**src/rtl/console_pkg.sv**
```systemverilog
// Shared constants and capture-FSM encoding for the console receive path.
package console_pkg;

   localparam logic [31:0] UART_NO_DATA = 32'hFFFF_FFFF;
   localparam int          RX_VALID_BIT = 8;

   typedef enum logic {
      CAP_IDLE = 1'b0,
      CAP_HOLD = 1'b1
   } cap_state_e;

endpackage

```
**src/rtl/console_fifo_mem.sv**
```systemverilog
// Byte storage for the console receive FIFO: synchronous write, asynchronous read.
// The async read lets the core see the head byte in the same cycle, so this lives in LUT RAM.
module console_fifo_mem #(
   parameter int DEPTH_LOG2 = 4
) (
   input  logic                  CLK,
   input  logic                  we,
   input  logic [DEPTH_LOG2-1:0] waddr,
   input  logic [7:0]            wdata,
   input  logic [DEPTH_LOG2-1:0] raddr,
   output logic [7:0]            rdata
);

   logic [7:0] mem [2**DEPTH_LOG2];

   always_ff @(posedge CLK) begin
      if (we) mem[waddr] <= wdata;
   end

   assign rdata = mem[raddr];

endmodule

```
**src/rtl/console_rx_fifo.sv**
```systemverilog
// Drains simpleuart received bytes into a small FIFO and offers the core a
// non-blocking read word (all zero when empty, valid bit + byte otherwise).
module console_rx_fifo
   import console_pkg::*;
#(
   parameter int DEPTH_LOG2 = 4
) (
   input  logic                  CLK,
   input  logic                  RST,
   input  logic [31:0]           uart_dat_do,
   output logic                  uart_dat_re,
   input  logic                  cpu_re,
   output logic [31:0]           cpu_rdata,
   output logic [DEPTH_LOG2:0]   count,
   output logic                  overflow,
   input  logic                  clr_ovf,
   output cap_state_e            cap_state
);

   localparam logic [DEPTH_LOG2:0] FULL_COUNT = (DEPTH_LOG2+1)'(2**DEPTH_LOG2);

   // Handshakes: a byte is offered whenever uart_dat_do != UART_NO_DATA and is
   // taken only in IDLE; uart_dat_re is the one-cycle acknowledge, after which
   // HOLD skips the stale word. cpu_re is honoured only while count != 0.
   cap_state_e            state_q, state_d;
   logic [DEPTH_LOG2-1:0] wptr_q, rptr_q;
   logic [DEPTH_LOG2:0]   count_q;
   logic                  overflow_q, re_q, re_d;
   logic                  byte_avail, full, pop, push, drop;
   logic [7:0]            head_byte;

   assign byte_avail = (uart_dat_do != UART_NO_DATA);
   assign full       = (count_q == FULL_COUNT);
   assign pop        = cpu_re && (count_q != '0);

   always_comb begin
      state_d = state_q;
      re_d    = 1'b0;
      push    = 1'b0;
      drop    = 1'b0;
      case (state_q)
         CAP_IDLE: begin
            if (byte_avail) begin
               re_d    = 1'b1;
               state_d = CAP_HOLD;
               // A coincident pop frees a slot, so a full FIFO still accepts.
               if (full && !pop) drop = 1'b1;
               else              push = 1'b1;
            end
         end
         CAP_HOLD: state_d = CAP_IDLE;
         default:  state_d = CAP_IDLE;
      endcase
   end

   always_ff @(posedge CLK) begin
      if (RST) begin
         state_q    <= CAP_IDLE;
         re_q       <= 1'b0;
         wptr_q     <= '0;
         rptr_q     <= '0;
         count_q    <= '0;
         overflow_q <= 1'b0;
      end else begin
         state_q <= state_d;
         re_q    <= re_d;
         if (push) wptr_q <= wptr_q + 1'b1;
         if (pop)  rptr_q <= rptr_q + 1'b1;
         count_q <= count_q + {{DEPTH_LOG2{1'b0}}, push} - {{DEPTH_LOG2{1'b0}}, pop};
         if (drop)         overflow_q <= 1'b1;
         else if (clr_ovf) overflow_q <= 1'b0;
      end
   end

   console_fifo_mem #(.DEPTH_LOG2(DEPTH_LOG2)) u_mem (
      .CLK   (CLK),
      .we    (push),
      .waddr (wptr_q),
      .wdata (uart_dat_do[7:0]),
      .raddr (rptr_q),
      .rdata (head_byte)
   );

   always_comb begin
      cpu_rdata = 32'h0;
      if (count_q != '0) begin
         cpu_rdata[7:0]          = head_byte;
         cpu_rdata[RX_VALID_BIT] = 1'b1;
      end
   end

   assign uart_dat_re = re_q;
   assign count       = count_q;
   assign overflow    = overflow_q;
   assign cap_state   = state_q;

endmodule

```
**config.mk**
```make
export PLATFORM = sky130hd
export DESIGN_NAME = console_rx_fifo
export DESIGN_NICKNAME = d
export VERILOG_FILES = /design/src/rtl/console_pkg.sv /design/src/rtl/console_fifo_mem.sv /design/src/rtl/console_rx_fifo.sv
export SDC_FILE = /design/constraint.sdc
export NUM_CORES = 1
export LEC_CHECK = 0
export BUFFER_PORTS_ARGS = -buffer_cell sky130_fd_sc_hd__buf_4
export CORE_ASPECT_RATIO = 0.9
export CORE_UTILIZATION = 62
export DETAILED_ROUTE_END_ITERATION = 12
export MAX_ROUTING_LAYER = met4
export PLACE_DENSITY = 0.95
export RECOVER_POWER = 100
export SYNTH_ARGS = -nofsm -noshare
export SYNTH_HDL_FRONTEND = slang
export SYNTH_SLANG_ARGS = --single-unit
```
**constraint.sdc**
```tcl
create_clock -name CLK -period 6.61 [get_ports CLK]
set_clock_uncertainty 0.2 [all_clocks]
set_input_delay 1.322 -clock CLK [delete_from_list [all_inputs] [get_ports CLK]]
set_output_delay 1.322 -clock CLK [all_outputs]
set_load 0.005 [all_outputs]
```
# Word level (Yosys, flattened, before mapping)
# Memory sizes are Yosys's and may differ from the RTL's. A register that Yosys moved wholly into a read port is not among the register bits.
# Index checks and enable logic that the tools add are counted.
# classes
bitwise_logic	1
magnitude_cmp	0
n_eq_ne	2
add_sub_neg	4
reduce_logical	6
div_mod_pow	0
shifts	0
n_mul	0
n_mux	15
# op_table
operator	n
32-bit inequality test (second input constant)	1
1-bit two-way mux	11
9-bit two-way mux	1
4-bit by 1-bit adder with 4-bit output (second input constant)	2
4-bit two-way mux	2
5-bit by 1-bit adder with 5-bit output	1
5-bit equality test (second input constant)	1
5-bit nonzero test	1
5-bit by 1-bit subtractor with 5-bit output	1
1-bit logical AND	2
1-bit one-hot mux with 2 select lines	1
2-bit nonzero test	1
2-bit OR reduction	1
1-bit zero test	1
1-bit NOT	1
# totals
memories	1
ram_bits	128
out_inout_bits	40
word_cells	35
input_bits	36
latchBits	0
register_bits	16
rom_bits	0
# memory_table
memory	depth	word_bits	rd	rd_ports_with_merged_regs	wr	line_no	source
u_mem.mem	16	8	1	1	1	console_fifo_mem.sv:14	logic [7:0] mem [2**DEPTH_LOG2];

# Longest topological paths before layout
# Gate-level depths: netlist (run 1).
# logic_depth
depth_word	9
ltp_mapped	17

# Modules after synthesis
# From an unflattened synthesis (run 1), not the netlist that was laid out.
# unflattened
cells_unflattened	347
hier_area_um2	6104.6
# by_module_without_submodules
mod	area_each_um2	cells_each	n_inst
console_fifo_mem	4987.3	221	1
console_rx_fifo	1117.3	126	1

# Least setup slack after synthesis (run 1)
# No wires, ideal clock.
# synth_path
path_type	input -> register
startpoint	input uart_dat_do[15]
endpoint	register count_q[4], in the netlist count[4]
n_path_buf	2
stages	16
slack_ns	2.774
required_ns	6.282
arrival_time_ns	3.508
setup_ns	0.128
cell_sequence	nand4_1 nor4_1 a21oi_1 buf_2 buf_2 inv_1 ha_1 inv_1 ha_1 inv_1 fa_1 inv_1 a21oi_1 nor2_1 or3_1 a21oi_1
# synth_via
elab_chain_cells	5
# synth_lines
element	line_no	source
from (decl)	console_rx_fifo.sv:10	input logic [31:0] uart_dat_do,
32-bit inequality test	console_rx_fifo.sv:32	assign byte_avail = (uart_dat_do != UART_NO_DATA);
1-bit two-way mux	console_rx_fifo.sv:43	if (byte_avail) begin
1-bit two-way mux	console_rx_fifo.sv:41	case (state_q)
5-bit by 1-bit adder with 5-bit output	console_rx_fifo.sv:69	count_q <= count_q + {{DEPTH_LOG2{1'b0}}, push} - {{DEPTH_LOG2{1'b0}}, pop};
5-bit by 1-bit subtractor with 5-bit output	console_rx_fifo.sv:69	
to (signal assigned)	console_rx_fifo.sv:69	
to (decl)	console_rx_fifo.sv:27	logic [DEPTH_LOG2:0] count_q;
# No other way between the ends.
# A chain may end at the register's enable or synchronous reset.

==> metrics.txt, run 1 <==
Fillers=571; layout cells sized above 1=0.262; most frequent cells in the layout=edfxtp_1, mux4_2, buf_4; CTS Sinks=147; commonest non-fill, non-tap cell in the layout=edfxtp_1; FP Rows=34; crit end category=primary output; core area=0.00961 sq mm; Clock Tree Root=clkbuf_8; cells along the critical path=mux4_2, mux2i_1, o22ai_1, clkbuf_4; placed cell areas=about 0.0065 sq mm; #FFs+latches synth=147; crit path launch type=flop; hold depth=2; Final Instance Area=approximately 0.0070 sq mm; multiplexer share of the synthesized area=0.149; H-Tree Depth=4; Synth Area in Compound Gates=0.0207; post-CTS sizing=0; Fin Setup TNS=0 ns; vias in the first global route=3361; Hold Path Class=reg2reg; Worst Path Max Fanout=32; min Tclk post-route=5.06 ns; Arrival @ worst endpoint=roughly 3.5 ns; unrepaired setup endpoints after global routing=no; peak supply drop=around 0.28 mV; post-synthesis cell type count=36; final setup margin=1.55 ns; Finish-stage setup viols=0; Worst path top cell family by delay=flip-flops; IO Port Bufs=52; initial antenna violation count=0; fin. max-slew vios=42; cts bufs inserted=17; CP required=5.09 ns; drt total wl=13100 microns; initial core utilization=0.636; Crit path depth=4; yosys warns=0; crit share post-route=0.766; final hold vios=0; DR pass1 iterations=5; area share of and/or/nand/nor cells after synthesis=0.0528; Clock Latency Late Sink=0.52 ns; placed cells=510; asr flop ratio synth=0; # hold bufs at CTS=0; CTS Buffer Depth=2; # nets final=451; WHS=0.313 ns; syn avg cell area=17.6 sq um; die area=0.0103 sq mm; Synth Area in Adders=0.0258; cell area after synthesis=0.00611 sq mm; synthesis-to-layout area growth=15.0%; WL/cell=between 20 and 25 microns; CTS clk-pin slew, worst paths=0.06 ns; critical path class=reg2out; post-synthesis cell count=348; Synth Flop Type=edfxtp_1; CTS tree=done; DRC violations left=0; setup bufs post-CTS=0; Lkg Pwr=2.45 nW; Synth Area in XOR/XNOR=0.0100; routed via count=3367; Slew HR=-0.431; antenna cells=0; Via density=between 6 and 7; post-synthesis sequential area ratio=0.691; total power=2.65 mW; CP max stage delay=1.78 ns; R2R depth=6; GRT Util Overall=0.287; first-pass GRT wire length=19300 microns; Slew @ Worst Pin=between 2 and 2.5 ns; HPWL Detailed=7880 microns; flop2flop setup slack=2.74 ns; slowest CP cell=dfxtp_1; Die Span Y=96.2 microns; # IOs=76; DR iter-0 viols=362; worst slack at placement=roughly 2.1 ns; Crit path buffers/inverters=1; Max Cap Viol=2; Die X=107 microns; post-route ant nets=0; Peak Freq=197 MHz; fin cells=542; pin count of the biggest net entering global routing=33; GP Congestion=roughly 0.83; Final Core Density=0.731; EDFF count, synth=128; combinational family with the most area after synthesis=multiplexers; status=finished, violations left; global route total overflow=0; failing checks=max-capacitance violations, max-slew violations; Pwr per Cell Area=~380 mW/mm^2
## state kept, by name, indices dropped and copies added, names as in the netlist, named ones only
name / cells
rptr_q: 4
count: 5
u_mem.mem: 128
overflow: 1
cap_state: 1
wptr_q: 4
## where the power goes
group          switching, mW  leakage [nW]  internal [mW]
combinational          0.264         0.870          0.311
sequential            0.0827          1.31           1.07
clock                  0.385         0.271          0.544
total                  0.732          2.45           1.92
## layer usage
layer	GRT usage	up-vias	part of all wire
met2	0.460	201	0.50
met5	-	-	0
li1	-	1427	-
met1	0.349	1711	0.40
met4	0.140	0	0.030
met3	0.0670	28	0.074
## worst paths after layout
| check | from | to |
|---|---|---|
| max | flop | cpu_rdata[3] |
| min | overflow$_SDFFE_PP0P_ | overflow$_SDFFE_PP0P_ |
| max reg2reg | count[3]$_SDFF_PP0_ | u_mem.mem[11][2]$_DFFE_PP_ |
| min reg2reg | overflow$_SDFFE_PP0P_ | overflow$_SDFFE_PP0P_ |
## area by class of cell
type,instances,area (sq um),area share
clock buffers,19,422,0.0600
clock inverters,13,151,0.0215
flip-flops and latches,147,4220,0.601
multi-input cells,170,1660,0.236
inverters,13,48.8,0.00694
well taps,126,158,0.0224
repair buffers,54,368,0.0523
## cell usage after synthesis (all sizes together) (3+ instances only)
master / n / area [sq um]
nor2: 16 / 60.1
xnor2: 3 / 26.3
mux2i: 18 / 180
inv: 13 / 48.8
dfxtp: 19 / 380
edfxtp: 128 / 3840
xor2: 4 / 35.0
buf: 36 / 241
a21oi: 6 / 30.0
o22ai: 8 / 50.1
nor2b: 3 / 18.8
mux4: 32 / 721
clkbuf: 4 / 15.0
ha: 11 / 138
nand4: 10 / 68.8
and3: 15 / 93.8
nand2: 3 / 11.3
## logic make-up after synthesis
| group | Yosys count |
|---|---|
| xor+xnor | 7 |
| compound gates | 20 |
| fa+ha+maj | 12 |
| other cells | 1 |
| mux | 51 |
| buf+inv | 53 |
| flops | 147 |
| simple gates | 57 |
## worst min-delay path, stage by stage, from the launching register on
cell and delay [ns]:
dfxtp_1 0.33, a21oi_1 0.07, nor2_1 0.08
Note: power is estimated with default switching activity, not from simulation.
==> run 2: changes to the inputs <==
--- a/config.mk
+++ b/config.mk
@@ -5,12 +5,13 @@
 export SDC_FILE = /design/constraint.sdc
 export NUM_CORES = 1
 export LEC_CHECK = 0
+export ABC_AREA = 1
 export BUFFER_PORTS_ARGS = -buffer_cell sky130_fd_sc_hd__buf_4
 export CORE_ASPECT_RATIO = 0.9
-export CORE_UTILIZATION = 62
+export CORE_UTILIZATION = 58
 export DETAILED_ROUTE_END_ITERATION = 12
 export MAX_ROUTING_LAYER = met4
-export PLACE_DENSITY = 0.95
+export PLACE_DENSITY = 0.9
 export RECOVER_POWER = 100
 export SYNTH_ARGS = -nofsm -noshare
 export SYNTH_HDL_FRONTEND = slang
==> constraint.sdc (replaced) <==
create_clock -name CLK -period 5.3 [get_ports CLK]
set_clock_uncertainty 0.2 [all_clocks]
set_input_delay 1.06 -clock CLK [delete_from_list [all_inputs] [get_ports CLK]]
set_output_delay 1.06 -clock CLK [all_outputs]
set_load 0.005 [all_outputs]
==> metrics.txt, run 2 <==
status=complete, no violations; crit share post-route=0.740; Peak Freq=255 MHz; pin count of the biggest net entering global routing=65; GRT Util Overall=0.286; setup bufs post-CTS=0; antenna cells=0; die area=0.0116 sq mm; #FFs+latches synth=around 150; FP Rows=36; first-pass GRT wire length=23000 microns; IO Port Bufs=52; combinational family with the most area after synthesis=simple AND/OR/NAND/NOR gates; synthesis-to-layout area growth=12.8%; Max Cap Viol=0; GP Congestion=roughly 0.8; fin. max-slew vios=0; Arrival @ worst endpoint=2.66 ns; Slew HR=0.198; CTS Buffer Depth=2; DR iter-0 viols=607; initial core utilization=0.597; CP max stage delay=0.87 ns; CTS clk-pin slew, worst paths=0.06 ns; Synth Area in Compound Gates=0.0321; multiplexer share of the synthesized area=0; Fillers=between 700 and 800; global route total overflow=0; CP required=4.04 ns; top cells by count, synth=nand2_1, edfxtp_1, nand3_1; Fin Setup TNS=0 ns; Clock Latency Late Sink=between 0.4 and 0.5 ns; Die Span Y=102 microns; WL/cell=18.4 microns; # hold bufs at CTS=0; post-synthesis sequential area ratio=0.652; synth top area cells=edfxtp_1, nand2_1, nand3_1; combinational share of power=0.247; post-synth top area share=0.593; asr flop ratio synth=0; most frequent cell after synthesis=nand2_1; Worst Path Max Fanout=17; # IOs=76; Pwr per Cell Area=between 400 and 500 mW/mm^2; unrepaired setup endpoints after global routing=no; post-synthesis cell count=between 500 and 600; Synth Flop Type=edfxtp_1; critical path class=reg2out; max reg flops=128; CTS tree=done; core area=~0.011 sq mm; FF+latch area=0.00423 sq mm; layout cells sized above 1=0.123; Synth Area in Adders=0.0243; area of the multi-input gates=0.00183 sq mm; EDFF count, synth=128; min Tclk post-route=3.92 ns; Clock Tree Root=clkbuf_16; cells along the critical path=inv_1, nand3_1, a21oi_1, o21a_1, clkbuf_4; syn avg cell area=10.9 sq um; Net Switching=1.06 mW; Worst path top cell family by delay=flip-flops; Slew @ Worst Pin=1.20 ns; H-Tree Depth=4; Lkg Pwr=2.81 nW; post-CTS sizing=0; Final Instance Area=0.00731 sq mm; placed cell areas=~0.0068 sq mm; HPWL Detailed=8500 microns; crit end category=primary output; share of total power in the clock network=0.349; sw frac=0.313; # nets final=691; final hold vios=0; cts bufs inserted=17; commonest non-fill, non-tap cell in the layout=nand2_1; Synth Area in XOR/XNOR=0.00541; Int Pwr=around 2.3 mW; yosys warns=0; largest area contributor in the netlist=edfxtp_1; DRC violations left=0; Die X=113 microns; Reg power frac=0.404; CTS Sinks=147; cell area after synthesis=0.00648 sq mm; most frequent cells in the layout=nand2_1, edfxtp_1, nand3_1; slowest CP cell=dfxtp_1; drt total wl=~15000 microns; routed via count=about 4600; Via density=5.66; post-synthesis cell type count=27; DR pass1 iterations=5; post-route ant nets=0; vias in the first global route=4517; Largest Register=u_mem.mem; peak supply drop=0.277 mV; Crit path buffers/inverters=2; area share of and/or/nand/nor cells after synthesis=0.210; Hold Path Class=reg2reg; crit path launch type=flop; initial antenna violation count=0; Finish-stage setup viols=0
-- run 2: worst reg2reg max path: stages, from the launching register on --
cell and delay (ns):
dfxtp_1 0.33, inv_1 0.09, ha_1 0.16, nand2_1 0.06
nor2_1 0.16, nand2_1 0.42, nand2_2 0.20, inv_1 0.14
ha_1 0.29, inv_1 0.05, ha_1 0.15, inv_1 0.05
fa_1 0.40, o31ai_1 0.30, o21ai_0 0.12, a21oi_1 0.13
-- run 2: worst paths after layout --
path,startpoint,end,slack [ns],depth (start not counted)
worst max-delay path,flop,cpu_rdata[3],1.38,5
worst min register to register,overflow$_SDFFE_PP0P_,overflow$_SDFFE_PP0P_,0.27,2
worst max register to register,count[2]$_SDFF_PP0_,count[4]$_SDFF_PP0_,1.97,15
worst min-delay path,overflow$_SDFFE_PP0P_,overflow$_SDFFE_PP0P_,0.27,2
-- run 2: final cells by class --
type,instances,share of cell area
Timing Repair Buffer,54,0.0514
Clock buffer,21,0.0645
Clock inverter,11,0.0154
Sequential cell,147,0.578
Multi-Input combinational cell,396,0.251
Tap cell,152,0.0260
Inverter,27,0.0139
-- run 2: cell families (layout without fill, tap and decap cells) --
family                     Yosys count  after routing
and+or+nand+nor                    320            320
DFF                                147            147
buffers and inverters               75            113
AOI/OAI and AO/OA                   37             37
adders and majority gates           12             12
xor gates and xnor gates             4              4
other                                1             23
-- run 2: power by group through the flow --
stage,clock (mW),sequential [mW],combinational [mW]
global route,1.24,1.38,0.921
detailed placement,0,1.40,0.838
CTS,1.18,1.38,0.850
finish,1.19,1.37,0.838
global placement,0,1.39,0.803
floorplan,0,1.39,0.592
-- run 2: per-stage QoR --
stage	total power [mW]	hold slack [ns]	std cells	setup WS, ns	utilization
floorplan	1.98	0.246	618	2.14	-
global placement	2.20	0.259	776	1.73	0.624
detailed placement	2.24	0.265	776	1.59	0.624
CTS	3.41	0.280	808	1.40	0.677
global route	3.54	0.315	808	1.30	0.673
finish	3.40	0.269	808	1.38	0.673
-- run 2: per-layer routing --
metal	track usage	vias to the layer above	routed length (microns)
li1	-	2089	-
met2	0.470	330	7210
met4	0.149	0	622
met5	-	-	0
met3	0.0789	66	1510
met1	0.323	2090	5490
==> run 3: changes to the inputs <==
==> constraint.sdc (replaced) <==
create_clock -name CLK -period 4 [get_ports CLK]
set_clock_uncertainty 0.2 [all_clocks]
set_input_delay 0.8 -clock CLK [delete_from_list [all_inputs] [get_ports CLK]]
set_output_delay 0.8 -clock CLK [all_outputs]
set_load 0.005 [all_outputs]
==> metrics.txt, run 3 (synthesized netlist as in run 2, its figures left out) <==
pin count of the biggest net entering global routing=65; area of the multi-input gates=0.00183 sq mm; first-pass GRT wire length=23500 microns; final hold vios=0; unrepaired setup endpoints after global routing=no; peak supply drop=0.446 mV; post-route ant nets=0; DRC violations left=0; crit share post-route=0.902; Lkg Pwr=2.84 nW; CTS Sinks=147; initial core utilization=0.597; Max Cap Viol=0; # nets final=708; setup bufs post-CTS=0; Clock Latency Late Sink=0.41 ns; FF+latch area=~0.0042 sq mm; IO Port Bufs=52; die area=around 0.012 sq mm; DR iter-0 viols=668; final setup margin=around 0.39 ns; Die X=113 microns; CP required=4.14 ns; Fin Setup TNS=0 ns; H-Tree Depth=4; Via density=5.73; Die Span Y=between 100 and 150 microns; met3 Use GR=0.0890; worst hold start=overflow$_SDFFE_PP0P_; most frequent cells in the layout=nand2_1, edfxtp_1, nand3_1; Worst Hold End=overflow$_SDFFE_PP0P_; hold depth=2; min Tclk post-route=3.61 ns; WL/cell=roughly 19 microns; cts bufs inserted=17; critical path class=in2reg; CTS Buffer Depth=2; # IOs=76; initial antenna violation count=0; Slew HR=0.375; routed via count=around 4700; Finish-stage setup viols=0; met1 Track Usage GR=0.330; max reg flops=between 100 and 150; fin. max-slew vios=0; Final Instance Area=0.00742 sq mm; Largest Register=u_mem.mem; GRT Util Overall=0.291; Arrival @ worst endpoint=3.75 ns; worst slack at placement=0.527 ns; Pwr per Cell Area=625 mW/mm^2; placed cell areas=between 0.006 and 0.007 sq mm; commonest non-fill, non-tap cell in the layout=nand2_1; DR pass1 iterations=5; Fillers=778; GP Congestion=0.869; FP Rows=36; global routing's busiest layer=met2; antenna cells=0; core area=0.0109 sq mm; layout cells sized above 1=0.119; total power=~4.6 mW; flop2flop setup slack=0.51 ns; R2R depth=15; status=complete, no violations; CTS clk-pin slew, worst paths=0.06 ns; Final Core Density=0.683; RR Endpoint=count[4]$_SDFF_PP0_; Peak Freq=277 MHz; synthesis-to-layout area growth=14.5%; Reg-to-Reg Start=count[2]$_SDFF_PP0_; CTS tree=done; Worst Path Max Fanout=17; vias in the first global route=roughly 4600; Clock Tree Root=clkbuf_16; crit path launch type=input pin; drt total wl=15300 microns; met2 Use GR=0.471; HPWL Detailed=around 9000 microns; Slew @ Worst Pin=0.938 ns; crit end category=flop; Hold Path Class=reg2reg; global route total overflow=0
run 3: changes by cell type in the layout (fill, tap and decap cells not counted):
cell,before,now
buf_4,29,32
bufinv_16,1,4
clkbuf_1,10,27
clkbuf_16,18,17
clkbuf_4,17,14
clkbuf_8,1,0
clkinv_4,2,3
clkinvlp_4,0,2
inv_2,3,2
inv_4,3,1
inv_8,1,0
nand2_1,173,174
nand2_2,1,0
run 3: how the worst max path moves through the flow:
stage / from / end / slack (ns) / depth (start not counted)
floorplan: uart_dat_do[1] / count[4]$_SDFF_PP0_ / 1.10 / 14
finish: uart_dat_do[4] / count[4]$_SDFF_PP0_ / 0.39 / 15
detailed placement: uart_dat_do[6] / count[4]$_SDFF_PP0_ / 0.53 / 15
global route: uart_dat_do[6] / count[4]$_SDFF_PP0_ / 0.20 / 15
CTS: flop / cpu_rdata[7] / 0.21 / 7
global placement: uart_dat_do[1] / count[4]$_SDFF_PP0_ / 0.69 / 15
run 3: critical path: stages:
cell and delay [ns]:
clkbuf_1 0.55, nand2_1 0.10, nor2_1 0.12, nand2_1 0.10, nor2_1 0.11, nand2_1 0.13
nand3_1 0.23, ha_1 0.28, inv_1 0.07, ha_1 0.16, inv_1 0.06, fa_1 0.40
o31ai_1 0.33, o21ai_0 0.13, a21oi_1 0.15
run 3: stage by stage:
stage / std cells / hold slack, ns
2_1_floorplan: 618 / 0.246
6_report: 825 / 0.271
3_3_place_gp: 793 / 0.263
3_5_place_dp: 793 / 0.268
4_1_cts: 825 / 0.275
5_1_grt: 825 / 0.303
run 3: final cells by class:
type                            instances  area share
Clock inverter                         13      0.0265
Inverter                               27      0.0140
Multi-Input combinational cell        396       0.247
Timing Repair Buffer                   71      0.0592
Sequential cell                       147       0.570
Tap cell                              152      0.0256
Clock buffer                           19      0.0584
run 3: what timing repair did:
| action | 4_1_cts | 5_1_grt |
|---|---|---|
| hold buffers | 0 | 0 |
| hold endpoints to repair | 0 | 0 |
| resized for setup | 0 | 2 |
| setup endpoints to repair | 0 | 1 |
run 3: per-layer routing:
metal,vias up,wire length [microns],share of wire
met5,-,0,0
met4,0,564,0.037
met3,56,1850,0.12
met2,351,7330,0.48
met1,2195,5600,0.37
li1,2125,-,-
run 3: report_power, final:
group          internal, mW  total (mW)  switching [mW]
registers              1.76        1.85          0.0836
logic                 0.402        1.10           0.701
clock network          1.05        1.69           0.633
total                  3.22        4.64            1.42
